===== src/rtl/sat_counter.sv =====
// Saturating statistic counter; an increment in the same cycle as clr yields 1.
module sat_counter #(
  parameter int W = 8
) (
  input  logic         clk,
  input  logic         rst,
  input  logic         inc,
  input  logic         clr,
  output logic [W-1:0] count
);

  localparam logic [W-1:0] MAX_VAL = {W{1'b1}};

  logic [W-1:0] count_q;
  logic [W-1:0] count_d;

  always_comb begin
    count_d = count_q;
    if (inc) begin
      if (clr)                   count_d = W'(1);
      else if (count_q != MAX_VAL) count_d = count_q + W'(1);
    end else if (clr) begin
      count_d = '0;
    end
  end

  always_ff @(posedge clk or negedge rst) begin
    if (!rst) count_q <= '0;
    else      count_q <= count_d;
  end

  assign count = count_q;

endmodule


===== config.mk =====
export PLATFORM = sky130hd
export DESIGN_NAME = sat_counter
export DESIGN_NICKNAME = d
export VERILOG_FILES = /design/src/rtl/sat_counter.sv
export SDC_FILE = /design/constraint.sdc
export NUM_CORES = 1
export LEC_CHECK = 0
export BUFFER_PORTS_ARGS = -buffer_cell sky130_fd_sc_hd__clkbuf_2
export CAP_MARGIN = 20
export CORE_AREA = 2 2 39 41
export CTS_BUF_LIST = sky130_fd_sc_hd__clkbuf_8
export DETAILED_ROUTE_END_ITERATION = 7
export DIE_AREA = 0 0 41 43
export GPL_ROUTABILITY_DRIVEN = 0
export PLACE_DENSITY = 0.57
export SLEW_MARGIN = 20
export SYNTH_ARGS = -nofsm -noshare
export SYNTH_HDL_FRONTEND = slang
export SYNTH_SLANG_ARGS = --single-unit

===== constraint.sdc =====
create_clock -name clk -period 2 [get_ports clk]
set_input_delay 0.1 -clock clk [delete_from_list [all_inputs] [get_ports clk]]
set_output_delay 0.1 -clock clk [all_outputs]
set_load 0.05 [all_outputs]

---- After elaboration in Yosys (flattened, before gate mapping) ----
Cells that the tools add are included.
word-level totals
  register bits after elaboration ......... 8
  input port bits ......................... 4
  output and inout port bits .............. 8
  word-level logic and storage cells ...... 10
operators by class
  muxes and demuxes ....................... 4
  reduce and logical (&&, ||, !) cells .... 3
  equal/unequal tests ..................... 1
  add/sub/neg operators ................... 1
operators by type and width
  operator               number
  $mux W8                4
  $add A8 B1 Y8 const B  1
  $ne A8 B8 Y1 const B   1
  $reduce_bool A2 Y1     2
  $reduce_and A2 Y1      1

---- Longest topological paths before layout ----
  depth in word-level cells ............... 4
  depth in mapped cells ................... 5
  mapped depth without buffers ............ 5

---- Worst setup path before layout ----
Ideal clock, no wire load.
  path kind ............................... flip-flop to flip-flop
  start point ............................. register count_q[0], in the netlist count[0]
  end point ............................... register count_q[6], in the netlist count[6]
  required time ........................... 1.870 ns
  library setup time ...................... 0.130 ns
  clock period less this slack ............ 1.817 ns
  arrival time ............................ 1.686 ns
  path buffers ............................ 0
  stages on the path, launching flop included .. 6
  slack ................................... 0.183 ns
  path through ............................ dfrtp_1 ha_1 nand4_1 or4b_1 o21ai_0 nor2_1
between the ends
  longest elaborated chain between the ends .. 4
ends and longest elaborated chain
  what                    line  text
  from (decl)             14    logic [W-1:0] count_q;
  from (signal assigned)  29    else count_q <= count_d;
  $add A8 B1 Y8           21    else if (count_q != MAX_VAL) count_d = count_q + W'(1);
  $mux W8                 21
  $mux W8                 20    if (clr) count_d = W'(1);
  $mux W8                 19    if (inc) begin
Several ways; a longest one is shown, not always the timed one. The select of a mux whose other input is x is not followed.
A chain may end at the register's enable or synchronous reset.

---- Final worst setup path ----
Ends and elaborated chain as after synthesis.

==> results.py <==
metrics = {
    "die": {
        "design.die.area_sq_um": 1760,
        "die_h_microns": 43,
        "start_util": 0.316,
        "coreArea_sq_um": 1380,
        "die_x_microns": 41,
        "rows": 14,
        "ioPinCount": 12,
    },
    "timing": {
        "rsz0062_at_grt": "no",
        "min_period_over_period": 0.778,
        "max_freq_ghz": 0.643,
        "finalMaxSlewViolations": 0,
        "setup_ws_ns": 0.445,
        "slew_headroom": 0.789,
        "skew_ns": 0.00567,
        "period_minus_slack_ns": 1.56,
        "finalHoldViolCount": 0,
        "setup_viol": 0,
        "tightest_slew_ns": 0.313,
        "tns_ns": 0,
    },
    "global_route": {
        "antenna_found_initial": 0,
        "grt_max_degree": 10,
        "grt_pass1_vias": 361,
        "grtUsageTotal": 0.137,
        "overflow": 0,
        "grt_pass1_wl_mm": 1.49,
    },
    "logic_synthesis": {
        "syn_inst": 49,
        "synthArstFlopShare": 1.00,
        "ys_top_cells_by_area": "dfrtp_1, nor2_1, a21oi_1, mux2i_1, nor3_1",
        "synth_area_sq_um": 438,
        "synth-seq-cells": 8,
        "yosysMostFrequentCell": "dfrtp_1",
        "ys_types": 20,
        "yosysTopAreaCell": "dfrtp_1",
        "ys_warn_count": 0,
        "synthFlopType": "dfrtp_1",
        "syn_area_per_cell_sq_um": 8.94,
        "synth_top_area_frac": 0.457,
        "syn_nets": 54,
        "yosys-top-cells-count": "dfrtp_1, nor2_1, nand2_1",
        "synth_edf_count": 0,
        "ys_seq_area_frac": 0.457,
    },
    "detailed_routing": {
        "drc": 0,
        "viasPerCell": 5.24,
        "via_count": 409,
        "ant_nets": 0,
        "drt_first_pass_iters": 3,
        "totalWireLength_microns": 974,
        "first_iter_violations": 4,
        "wl_per_cell_microns": 12.5,
    },
    "clock_tree": {
        "cts_buffer_depth": 2,
        "clkSinkCount": 8,
        "post_cts_buffers": 0,
        "cts_root_buf": "clkbuf_8",
        "cts_tree": "done",
        "cts_buffers": 3,
        "clock_latency_ns": 0.23,
        "h-tree-depth": 1,
        "clk_pin_slew_worst_paths_ns": 0.04,
    },
    "power": {
        "power_density_nw_per_um2": 776,
        "max-vdd-ir-drop_mv": 0.380,
        "leakagePower_uw": 0.000235,
    },
    "cells_and_area": {
        "num-nets-final": 69,
        "fill_cells": 143,
        "diodes": 0,
        "largest_reg_flops": 8,
        "layout-drive-gt1-share": 0.242,
        "syn_to_final_growth_pct": 26.3,
    },
    "placement": {
        "io_buffer_count": 11,
        "dp_slack_ns": 0.446,
        "dp_hpwl_microns": 686,
    },
    "worst_setup_path": {
        "start_kind": "register",
        "arrival_ns": 1.67,
        "cp.required_ns": 2.11,
        "path_class": "reg -> reg",
        "reg2regPathDepth": 5,
        "path_max_fanout": 6,
        "cp-end-kind": "register",
    },
    "outcome": {
        "status": "finished clean",
    },
    "run": {
        "cap_violations": 0,
    },
    "min_path": {
        "hold_depth": 2,
        "min_path_type": "in -> reg",
    },
}
[final cells by class]
type,instances,area [sq um],area share
Sequential cell,8,200,0.362
Multi-Input combinational cell,39,226,0.410
Clock buffer,3,41.3,0.0747
Tap cell,16,20.0,0.0362
Timing Repair Buffer,12,65.1,0.118
[kinds of logic after synthesis]
| group | share of synthesized area |
|---|---|
| mux | 0.0457 |
| fa+ha+maj | 0.0286 |
| simple gates | 0.303 |
| flops | 0.457 |
| compound gates | 0.140 |
| buf+inv | 0.0257 |
[worst max-delay path, cell delays in order, from the launching register on]
cell     delay (ns)
dfrtp_1        0.41
ha_1           0.26
nand4_1        0.15
or4b_1         0.48
o21ai_0        0.09
nor2_1         0.06
[final timing paths]
kind | slack, ns | startpoint | to
max in group asynchronous | 1.56 | rst | count[0]
min reg2reg | 0.60 | count[5] | count[5]
max | 0.44 | count[0] | count[6]
max reg2reg | 0.44 | count[0] | count[6]
min in group asynchronous | 0.26 | rst | count[4]
min | 0.17 | clr | count[4]
[layer usage]
metal | vias up | share of wire | routed length [microns] | GRT usage
li1 | 206 | - | - | -
met1 | 192 | 0.44 | 432 | 0.150
met2 | 7 | 0.49 | 476 | 0.188
met3 | 4 | 0.024 | 23 | 0.0314
met4 | 0 | 0.043 | 42 | 0.160
met5 | - | 0 | 0 | 0
[timing repair]
action | 4_1_cts | 5_1_grt
gates resized for setup | 0 | 0
hold endpoints to repair | 8 | 0
hold buffers | 1 | 0
[report_power, final]
| part | internal [uW] | switching [uW] |
|---|---|---|
| Combinational | 16.9 | 39.9 |
| Sequential | 168 | 8.64 |
| Clock | 131 | 64.7 |
| Total | 316 | 113 |
[cell usage in the layout, fill, tap and decap left out]
cell / count
a21oi_1: 4
a221o_1: 1
and3_1: 1
clkbuf_2: 11
clkbuf_8: 3
dfrtp_1: 8
dlygate4sd3_1: 1
ha_1: 1
mux2i_1: 2
nand2_1: 5
nand3_1: 2
nand4_1: 3
nor2_1: 6
nor2b_1: 1
nor3_1: 4
nor3b_1: 1
o2111a_1: 1
o21ai_0: 4
or2_2: 1
or3_1: 1
or4b_1: 1
[through the flow]
stage / util / total power (uW) / hold WS [ns] / cell area (sq um) / cells
after floorplan: - / 219 / -0.196 / 438 / 49
after detailed placement: 0.363 / 235 / -0.0360 / 502 / 74
after global placement: 0.363 / 234 / -0.0347 / 502 / 74
after CTS: 0.400 / 438 / 0.169 / 553 / 78
final: 0.400 / 429 / 0.169 / 553 / 78
after global routing: 0.400 / 454 / 0.189 / 553 / 78
Note: power is estimated with default switching activity, not from simulation.
